`src/rtl/player_core.sv`:
```
// Player core: executes move/heal/damage instructions, tracks arena position,
// HP, invulnerability frames and death status for the renderer.
module player_core #(
    parameter int unsigned MOVE_DIV = 250000,
    parameter int unsigned STEP     = 1,
    parameter int unsigned X_MIN    = 220,
    parameter int unsigned X_MAX    = 420,
    parameter int unsigned Y_MIN    = 240,
    parameter int unsigned Y_MAX    = 400,
    parameter int unsigned START_X  = 320,
    parameter int unsigned START_Y  = 320,
    parameter int unsigned MAX_HP   = 100,
    parameter int unsigned IFRAMES  = 50000000
) (
    input  logic        clk,
    input  logic        reset,
    input  logic [15:0] playerInstruction,
    input  logic        isMove,
    input  logic        startDmg,
    output logic [9:0]  posX,
    output logic [9:0]  posY,
    output logic [7:0]  playerHP,
    output logic        isDeath,
    output logic        invuln,
    output logic        dmgAck
);

    localparam logic [3:0]  OpHpy    = 4'd1;
    localparam logic [3:0]  OpDpy    = 4'd2;
    localparam logic [3:0]  OpMov    = 4'd5;
    localparam logic [10:0] XMin     = 11'(X_MIN);
    localparam logic [10:0] XMax     = 11'(X_MAX);
    localparam logic [10:0] YMin     = 11'(Y_MIN);
    localparam logic [10:0] YMax     = 11'(Y_MAX);
    localparam logic [10:0] StepW    = 11'(STEP);
    localparam logic [9:0]  StartX   = 10'(START_X);
    localparam logic [9:0]  StartY   = 10'(START_Y);
    localparam logic [7:0]  MaxHp    = 8'(MAX_HP);
    localparam logic [8:0]  MaxHp9   = 9'(MAX_HP);
    localparam logic [31:0] MoveLast = 32'(MOVE_DIV - 1);
    localparam logic [31:0] IfrLoad  = 32'(IFRAMES);

    typedef enum logic [1:0] {StIdle, StApply, StDone, StWaitLow} state_e;

    state_e      state_q;
    logic [3:0]  op_q;
    logic [7:0]  arg_q;
    logic        ack_q;
    logic [7:0]  hp_q;
    logic [31:0] ifr_q;
    logic        death_q;

    logic [31:0] mv_cnt_q, mv_cnt_d;
    logic [9:0]  x_q, x_d, y_q, y_d;

    logic        move_en;
    logic [10:0] x_ext, y_ext, x_step, y_step;
    logic [8:0]  hp_sum;
    logic [7:0]  hp_heal, hp_hit;
    logic        unused_bits;

    assign move_en = isMove && (playerInstruction[15:12] == OpMov) && !death_q;

    // Candidate position one step ahead, clamped in 11 bits so nothing wraps.
    always_comb begin
        x_ext  = {1'b0, x_q};
        y_ext  = {1'b0, y_q};
        x_step = x_ext;
        y_step = y_ext;
        case (playerInstruction[5:4])
            2'd0: y_step = (y_ext < YMin + StepW) ? YMin : y_ext - StepW;
            2'd1: x_step = (x_ext < XMin + StepW) ? XMin : x_ext - StepW;
            2'd2: y_step = (y_ext + StepW > YMax) ? YMax : y_ext + StepW;
            2'd3: x_step = (x_ext + StepW > XMax) ? XMax : x_ext + StepW;
        endcase
    end

    // Movement prescaler: cleared whenever movement is not qualified.
    always_comb begin
        mv_cnt_d = 32'd0;
        x_d      = x_q;
        y_d      = y_q;
        if (move_en) begin
            if (mv_cnt_q == MoveLast) begin
                x_d = x_step[9:0];
                y_d = y_step[9:0];
            end else begin
                mv_cnt_d = mv_cnt_q + 32'd1;
            end
        end
    end

    // Movement state registers.
    always_ff @(posedge clk) begin
        if (reset) begin
            mv_cnt_q <= 32'd0;
            x_q      <= StartX;
            y_q      <= StartY;
        end else begin
            mv_cnt_q <= mv_cnt_d;
            x_q      <= x_d;
            y_q      <= y_d;
        end
    end

    // Heal saturates at MAX_HP in 9 bits; damage floors at zero.
    always_comb begin
        hp_sum  = {1'b0, hp_q} + {1'b0, arg_q};
        hp_heal = (hp_sum > MaxHp9) ? MaxHp : hp_sum[7:0];
        hp_hit  = (arg_q >= hp_q) ? 8'd0 : hp_q - arg_q;
    end

    // Request FSM with HP, i-frame counter, death flag and ack pulse.
    always_ff @(posedge clk) begin
        if (reset) begin
            state_q <= StIdle;
            op_q    <= 4'd0;
            arg_q   <= 8'd0;
            ack_q   <= 1'b0;
            hp_q    <= MaxHp;
            ifr_q   <= 32'd0;
            death_q <= 1'b0;
        end else begin
            ack_q <= 1'b0;
            if (ifr_q != 32'd0) ifr_q <= ifr_q - 32'd1;
            // HP only reaches zero through damage; death follows a cycle later.
            if (hp_q == 8'd0) death_q <= 1'b1;
            case (state_q)
                StIdle: begin
                    if (startDmg) begin
                        op_q    <= playerInstruction[15:12];
                        arg_q   <= playerInstruction[11:4];
                        state_q <= StApply;
                    end
                end
                StApply: begin
                    if (!death_q) begin
                        if (op_q == OpHpy) begin
                            hp_q <= hp_heal;
                        end else if (op_q == OpDpy && ifr_q == 32'd0) begin
                            hp_q  <= hp_hit;
                            ifr_q <= IfrLoad;
                        end
                    end
                    ack_q   <= 1'b1;
                    state_q <= StDone;
                end
                StDone: state_q <= StWaitLow;
                StWaitLow: begin
                    if (!startDmg) state_q <= StIdle;
                end
                default: state_q <= StIdle;
            endcase
        end
    end

    assign unused_bits = ^{playerInstruction[3:0], x_step[10], y_step[10]};

    assign posX     = x_q;
    assign posY     = y_q;
    assign playerHP = hp_q;
    assign isDeath  = death_q;
    assign invuln   = (ifr_q != 32'd0);
    assign dmgAck   = ack_q;

endmodule

```
`config.mk`:
```
export PLATFORM = sky130hd
export DESIGN_NAME = player_core
export DESIGN_NICKNAME = d
export VERILOG_FILES = /design/src/rtl/player_core.sv
export SDC_FILE = /design/constraint.sdc
export NUM_CORES = 1
export LEC_CHECK = 0
export ABC_AREA = 1
export BUFFER_PORTS_ARGS = -buffer_cell sky130_fd_sc_hd__buf_2
export CAP_MARGIN = 30
export CORE_UTILIZATION = 35
export CTS_CLUSTER_SIZE = 30
export DETAILED_ROUTE_END_ITERATION = 10
export GPL_TIMING_DRIVEN = 0
export PLACE_DENSITY = 0.6
export SYNTH_ARGS = -nofsm -noshare
export SYNTH_HDL_FRONTEND = slang
export SYNTH_SLANG_ARGS = --single-unit
export TNS_END_PERCENT = 1
```
`constraint.sdc`:
```
create_clock -name clk -period 2.6 [get_ports clk]
set_input_delay 0.13 -clock clk [delete_from_list [all_inputs] [get_ports clk]]
set_output_delay 0.13 -clock clk [all_outputs]
set_load 0.02 [all_outputs]
```
### Yosys cells after proc, flatten, opt, wreduce, memory -nomap -nowiden

Index checks and enable logic that the tools add are counted.

| storage, ports and cells | value |
|---|---|
| output and inout port bits | 31 |
| logic and storage cells | 75 |
| input bits | 20 |
| bits in registers | 108 |

| cells by class | value |
|---|---|
| magnitude comparators | 6 |
| bitwise operators | 2 |
| mux-type cells | 19 |
| equal/unequal tests | 12 |
| $add $sub $neg | 8 |
| reductions and logical operators | 18 |

Operators by type and width:

| cell | number |
|---|---|
| 2-to-1 mux 32 bit | 5 |
| 2-to-1 mux 10 bit | 4 |
| case mux 10 bit (2 select lines) | 2 |
| adder 32 x 1 -> 32 bit, second input constant | 1 |
| == test 32 x 18 -> 1 bit, second input constant | 1 |
| logical NOT 32 bit | 1 |
| 2-to-1 mux 8 bit | 4 |
| nonzero test 32 bit | 1 |
| subtractor 32 x 1 -> 32 bit, second input constant | 1 |
| adder 10 x 1 -> 11 bit, second input constant | 2 |
| greater-than comparator 11 x 9 -> 1 bit, second input constant | 2 |
| < comparator 10 x 8 -> 1 bit, second input constant | 2 |
| subtractor 10 x 1 -> 10 bit, second input constant | 2 |
| adder 8 x 8 -> 9 bit | 1 |
| greater-than comparator 9 x 7 -> 1 bit, second input constant | 1 |
| AND reduction 3 bit | 3 |
| == test 2 bit, second input constant | 4 |
| >= comparator 8 bit | 1 |
| logical NOT 8 bit | 1 |
| case mux 2 bit (4 select lines) | 1 |
| subtractor 8 bit | 1 |
| nonzero test 2 bit | 3 |
| == test 2 x 1 -> 1 bit, second input constant | 2 |
| == test 4 x 1 -> 1 bit, second input constant | 1 |
| 11 further kinds | 18 |

### Longest topological paths before layout

| logic depth | value |
|---|---|
| word-level depth | 6 |
| mapped depth | 17 |

### Worst setup path before layout

OpenSTA, ideal clock, no wires.

| timing path | value |
|---|---|
| path kind | register to register |
| from | register hp_q[0] (netlist: playerHP[0]) |
| to | register hp_q[2] (netlist: playerHP[2]) |
| path buffers | 0 |
| setup slack | 0.589 ns |
| stages on the path, launching flop included | 16 |
| arrival time | 1.899 ns |
| required time | 2.488 ns |
| cells stage by stage | dfxtp_1 > ha_1 > inv_1 > fa_1 > inv_1 > nand2_1 > nand2_1 > nand2_1 > nand2_1 > nand3_1 > nand3_1 > nand2_1 > nand2_1 > nand3_1 > nand2_1 > nand2_1 |

| between the ends | value |
|---|---|
| cells in the longest elaborated chain, start to end | 4 |

RTL lines:

| item | RTL line | source |
|---|---|---|
| start, declared | 49 | `logic [7:0] hp_q;` |
| start signal, assigned | 120 | `hp_q <= MaxHp;` |
| start signal, assigned | 139 | `hp_q <= hp_heal;` |
| start signal, assigned | 141 | `hp_q <= hp_hit;` |
| adder 8 x 8 -> 9 bit (tied with other cells) | 108 | `hp_sum = {1'b0, hp_q} + {1'b0, arg_q};` |
| greater-than comparator 9 x 7 -> 1 bit or 2-to-1 mux 8 bit (tied branches) | 109, 110 |  |
| 2-to-1 mux 8 bit (on tied branches) | 109, 140 |  |
| 2-to-1 mux 8 bit * | 138 | `if (op_q == OpHpy) begin` |

Every way passes the cells marked *; elsewhere a longest branch is shown, timed or not. The select of a mux whose other input is x is not followed.
A chain may end at the register's enable or synchronous reset.

### Worst setup path in the final report

| timing path | value |
|---|---|
| from | register mv_cnt_q[0] |
| to | register y_q[9] (netlist: posY[9]) |

| between the ends | value |
|---|---|
| cells in the longest elaborated chain, start to end | 2 |

RTL lines:

| item | RTL line | source |
|---|---|---|
| start, declared | 53 | `logic [31:0] mv_cnt_q, mv_cnt_d;` |
| start signal, assigned | 100 | `mv_cnt_q <= mv_cnt_d;` |
| == test 32 x 18 -> 1 bit | 84 | `if (mv_cnt_q == MoveLast) begin` |
| AND reduction 3 bit (no line) | n/a |  |
| end signal, assigned | 98 | `y_q <= StartY;` |
| end signal, assigned | 102 | `y_q <= y_d;` |
| end, declared | 54 | `logic [9:0] x_q, x_d, y_q, y_d;` |

Every way passes these cells.

==> flow_summary_export.csv <==
group,metric,value,unit
outcome,outcome,"finished clean",
floorplan,die_h,147,um
layout,layoutNonFillerInstCount,1474,
detailed_routing,num_vias,7353,
global_route,grt_pass1_wl,32700,um
clocking,cts_tree,"built",
worst_setup_path,path_cells,"ha_1, nand2_1, nor2_1, inv_2, nor2_1, nand4_1, nor2_1, nand3_1, o21ai_1, nand3_1, nor2_1",
pwr,power.total,6450,uW
layout,fill_cells,2274,
global_route,grt-ovfl-total,0,
min_path,min_path_type,"in2reg",
sta,setup_viol,0,
global_route,antenna_found_initial,0,
sta,max_freq,0.432,GHz
floorplan,core,20400,um2
clocking,post_cts_buffers,0,
pwr,p_leak,0.00360,uW
detailed_routing,viasPerCell,4.99,
worst_setup_path,max_stage_delay,0.36,ns
synth,synthFlopType,"dfxtp_1",
synth,syn_avg_cell_area,6.46,um2
worst_setup_path,path_max_fanout,5,
floorplan,io_pins,51,
clocking,clk_pin_slew_worst_paths,0.08,ns
synth,yosysSeqAreaShare,29.3,%
worst_setup_path,rr_startpoint,"mv_cnt_q[0]$_SDFF_PP0_",
worst_setup_path,r2r_end,"posY[9]$_SDFFE_PP0P_",
placed_design,place.gp.congestion,0.892,
min_path,hp-start,"playerInstruction[9]",
sta,rsz0062_at_grt,"no",
min_path,hold_depth,3,
layout,nets,1248,
synth,netlist-cell-type-count,49,
global_route,grt_start_max_net_pins,20,
floorplan,dieArea,21600,um2
worst_setup_path,regToRegSetupSlack,0.29,ns
sta,tns,0,ns
clocking,cts.repair.resized,0,
sta,worst_slack,0.287,ns
synth,syn_inst,1142,
worst_setup_path,cp_common_cell,"nor2_1",
detailed_routing,post-route-drc-count,0,
run,cap_viol_max_count,0,
detailed_routing,drt_wl_total,19600,um
synth,ys_ff_latch,108,
pwr,powerDensity,785,nW/um2
sta,drv_slew,0,
floorplan,start_util,36.1,%
synth,postSynth.asyncResetShare,0,%
worst_setup_path,cp-start-kind,"flip-flop",
clocking,cts_buffers,9,
sta,clock_skew,0.0151,ns
sta,period_share,89.0,%
worst_setup_path,reg2reg_depth,11,
sta,worst_pin_slew,0.759,ns
detailed_routing,wl_per_cell,13.3,um
pwr,peakVddDrop,0.000595,V
layout,antenna_cells,0,
clocking,h-tree-depth,3,
worst_setup_path,critical_path_required,2.91,ns
placed_design,dp_worst_setup_slack,0.328,ns
synth,yosys_warnings,0,
synth,synth_edf_count,0,
global_route,grt_usage,18.6,%
clocking,postCtsHoldBufs,0,
synth,syn_nets,1191,
layout,drive_gt1_share,11.0,%
clocking,cts_buffer_depth,2,
layout,fin_util,40.3,%
placed_design,portBuffers,46,
worst_setup_path,worstPathArrival,2.62,ns
layout,area_delta_synth_final,11.6,%
floorplan,die_w,147,um
clocking,clk_latency,0.37,ns
detailed_routing,drt-pass1-iter-count,5,
min_path,holdPathEnd,"arg_q[5]$_SDFFE_PP0P_",
floorplan,rows,52,
clocking,cts_root_buffer,"clkbuf_16",
clocking,clock_sinks,108,
worst_setup_path,cpMaxStageDelayCell,"dfxtp_1",
sta,maxSlewHeadroom,49.4,%
detailed_routing,drtIter0Drc,430,
worst_setup_path,crit_type,"reg2reg",
detailed_routing,ant_nets,0,
placed_design,dp.cells,1458,
layout,final_cell_mix,"253 x nand2_1, 167 x nor2_1, 137 x inv_1",
sta,hold_viol,0,
worst_setup_path,cp-end-kind,"flip-flop",
sta,period_minus_slack,2.31,ns
synth,syn_area,7370,um2
layout,final_common_cell,"nand2_1",
global_route,grt_pass1_vias,6694,
placed_design,dpl.hpwl,15300,um
[sequential cells by signal, indices dropped and copies added, names as in the netlist, 2 cells and up]
| register | cells |
|---|---|
| ifr_q | 32 |
| mv_cnt_q | 32 |
| posX | 10 |
| posY | 10 |
| arg_q | 8 |
| playerHP | 8 |
| op_q | 4 |
| state_q | 2 |
[through the flow]
stage               hold WS (ns)  area (um2)
floorplan                  0.279        7370
global placement           0.416        7940
detailed placement         0.423        7940
CTS                       0.0401        8230
global route              0.0466        8230
finish                    0.0478        8230
[where the power goes]
part / switching (uW) / internal (uW) / total [uW]
sequential: 209 / 1880 / 2090
combinational: 1970 / 1040 / 3010
clock: 689 / 670 / 1360
[cell usage after synthesis (2+ instances only)]
master | n | area [um2]
nand3_1 | 77 | 385
nor3b_2 | 2 | 25.0
nor3_4 | 2 | 32.5
nor2_2 | 10 | 62.6
nor2_4 | 9 | 101
o21bai_1 | 2 | 15.0
a211oi_1 | 3 | 22.5
nand2_2 | 6 | 37.5
a22oi_1 | 2 | 15.0
dfxtp_1 | 108 | 2160
clkbuf_2 | 2 | 10.0
a31oi_1 | 6 | 37.5
nor4_1 | 9 | 56.3
clkbuf_1 | 10 | 37.5
fa_1 | 2 | 40.0
inv_1 | 137 | 514
nand3b_1 | 3 | 22.5
inv_2 | 12 | 45.0
nand3_4 | 3 | 52.6
o21a_1 | 2 | 15.0
nor3b_1 | 2 | 15.0
or2_2 | 3 | 18.8
xor2_1 | 27 | 236
nor3_1 | 31 | 155
nand2_4 | 3 | 33.8
o31ai_1 | 5 | 37.5
nor2_1 | 167 | 627
a21oi_1 | 76 | 380
o21ai_1 | 17 | 85.1
nand3_2 | 2 | 20.0
xnor2_1 | 14 | 123
o21ai_0 | 39 | 195
buf_2 | 9 | 45.0
ha_1 | 27 | 338
nand4_1 | 38 | 238
a21oi_2 | 2 | 17.5
clkinv_1 | 5 | 18.8
nor3_2 | 3 | 30.0
a41oi_1 | 2 | 17.5
o211ai_1 | 2 | 15.0
nand2_1 | 253 | 950
[layer usage]
metal	up-vias	global-route usage, %	wire length [um]
met4	0	5.72	280
li1	3834	-	-
met5	-	0	0
met1	3364	24.9	9480
met2	134	30.4	9190
met3	21	3.04	690
[final cells by class]
class	instances	area, um2	area share, %
Timing Repair Buffer	46	230	2.80
Tap cell	270	338	4.11
Inverter	154	578	7.03
Clock buffer	10	229	2.78
Clock inverter	6	56.3	0.685
Buffer	23	108	1.31
Sequential cell	108	2160	26.3
Multi-Input combinational cell	857	4520	55.0
[worst max path at each step]
stage                     slack, ns                  endpoint                      from
after detailed placement       0.33      posY[9]$_SDFFE_PP0P_    mv_cnt_q[0]$_SDFF_PP0_
after global routing           0.15      posY[9]$_SDFFE_PP0P_    mv_cnt_q[0]$_SDFF_PP0_
after CTS                      0.32      posY[9]$_SDFFE_PP0P_    mv_cnt_q[0]$_SDFF_PP0_
final                          0.29      posY[9]$_SDFFE_PP0P_    mv_cnt_q[0]$_SDFF_PP0_
after floorplan                0.59  playerHP[2]$_SDFFE_PP1P_  playerHP[0]$_SDFFE_PP0P_
after global placement         0.33      posY[9]$_SDFFE_PP0P_    mv_cnt_q[0]$_SDFF_PP0_
[cells by family (layout without fill, tap and decap cells)]
family,after synthesis,in the layout,share of synthesized area (%)
and+or+nand+nor,626,626,39.3
buffers and inverters,177,239,9.30
AOI/OAI and AO/OA,160,160,11.9
DFF,108,108,29.3
xor gates and xnor gates,41,41,4.87
adders and majority gates,29,29,5.13
muxes,1,1,0.153
[worst max-delay path: cells and delay by family, from the launching register on]
| kind | cells | cell delay, ns |
|---|---|---|
| flip-flops | 1 | 0.36 |
| buffers and inverters | 1 | 0.05 |
| AO/OA/AOI/OAI | 1 | 0.23 |
| adder cells (fa/ha/maj) | 1 | 0.18 |
| AND/OR/NAND/NOR | 8 | 1.44 |
No activity file was read; power rests on OpenSTA's default activity.
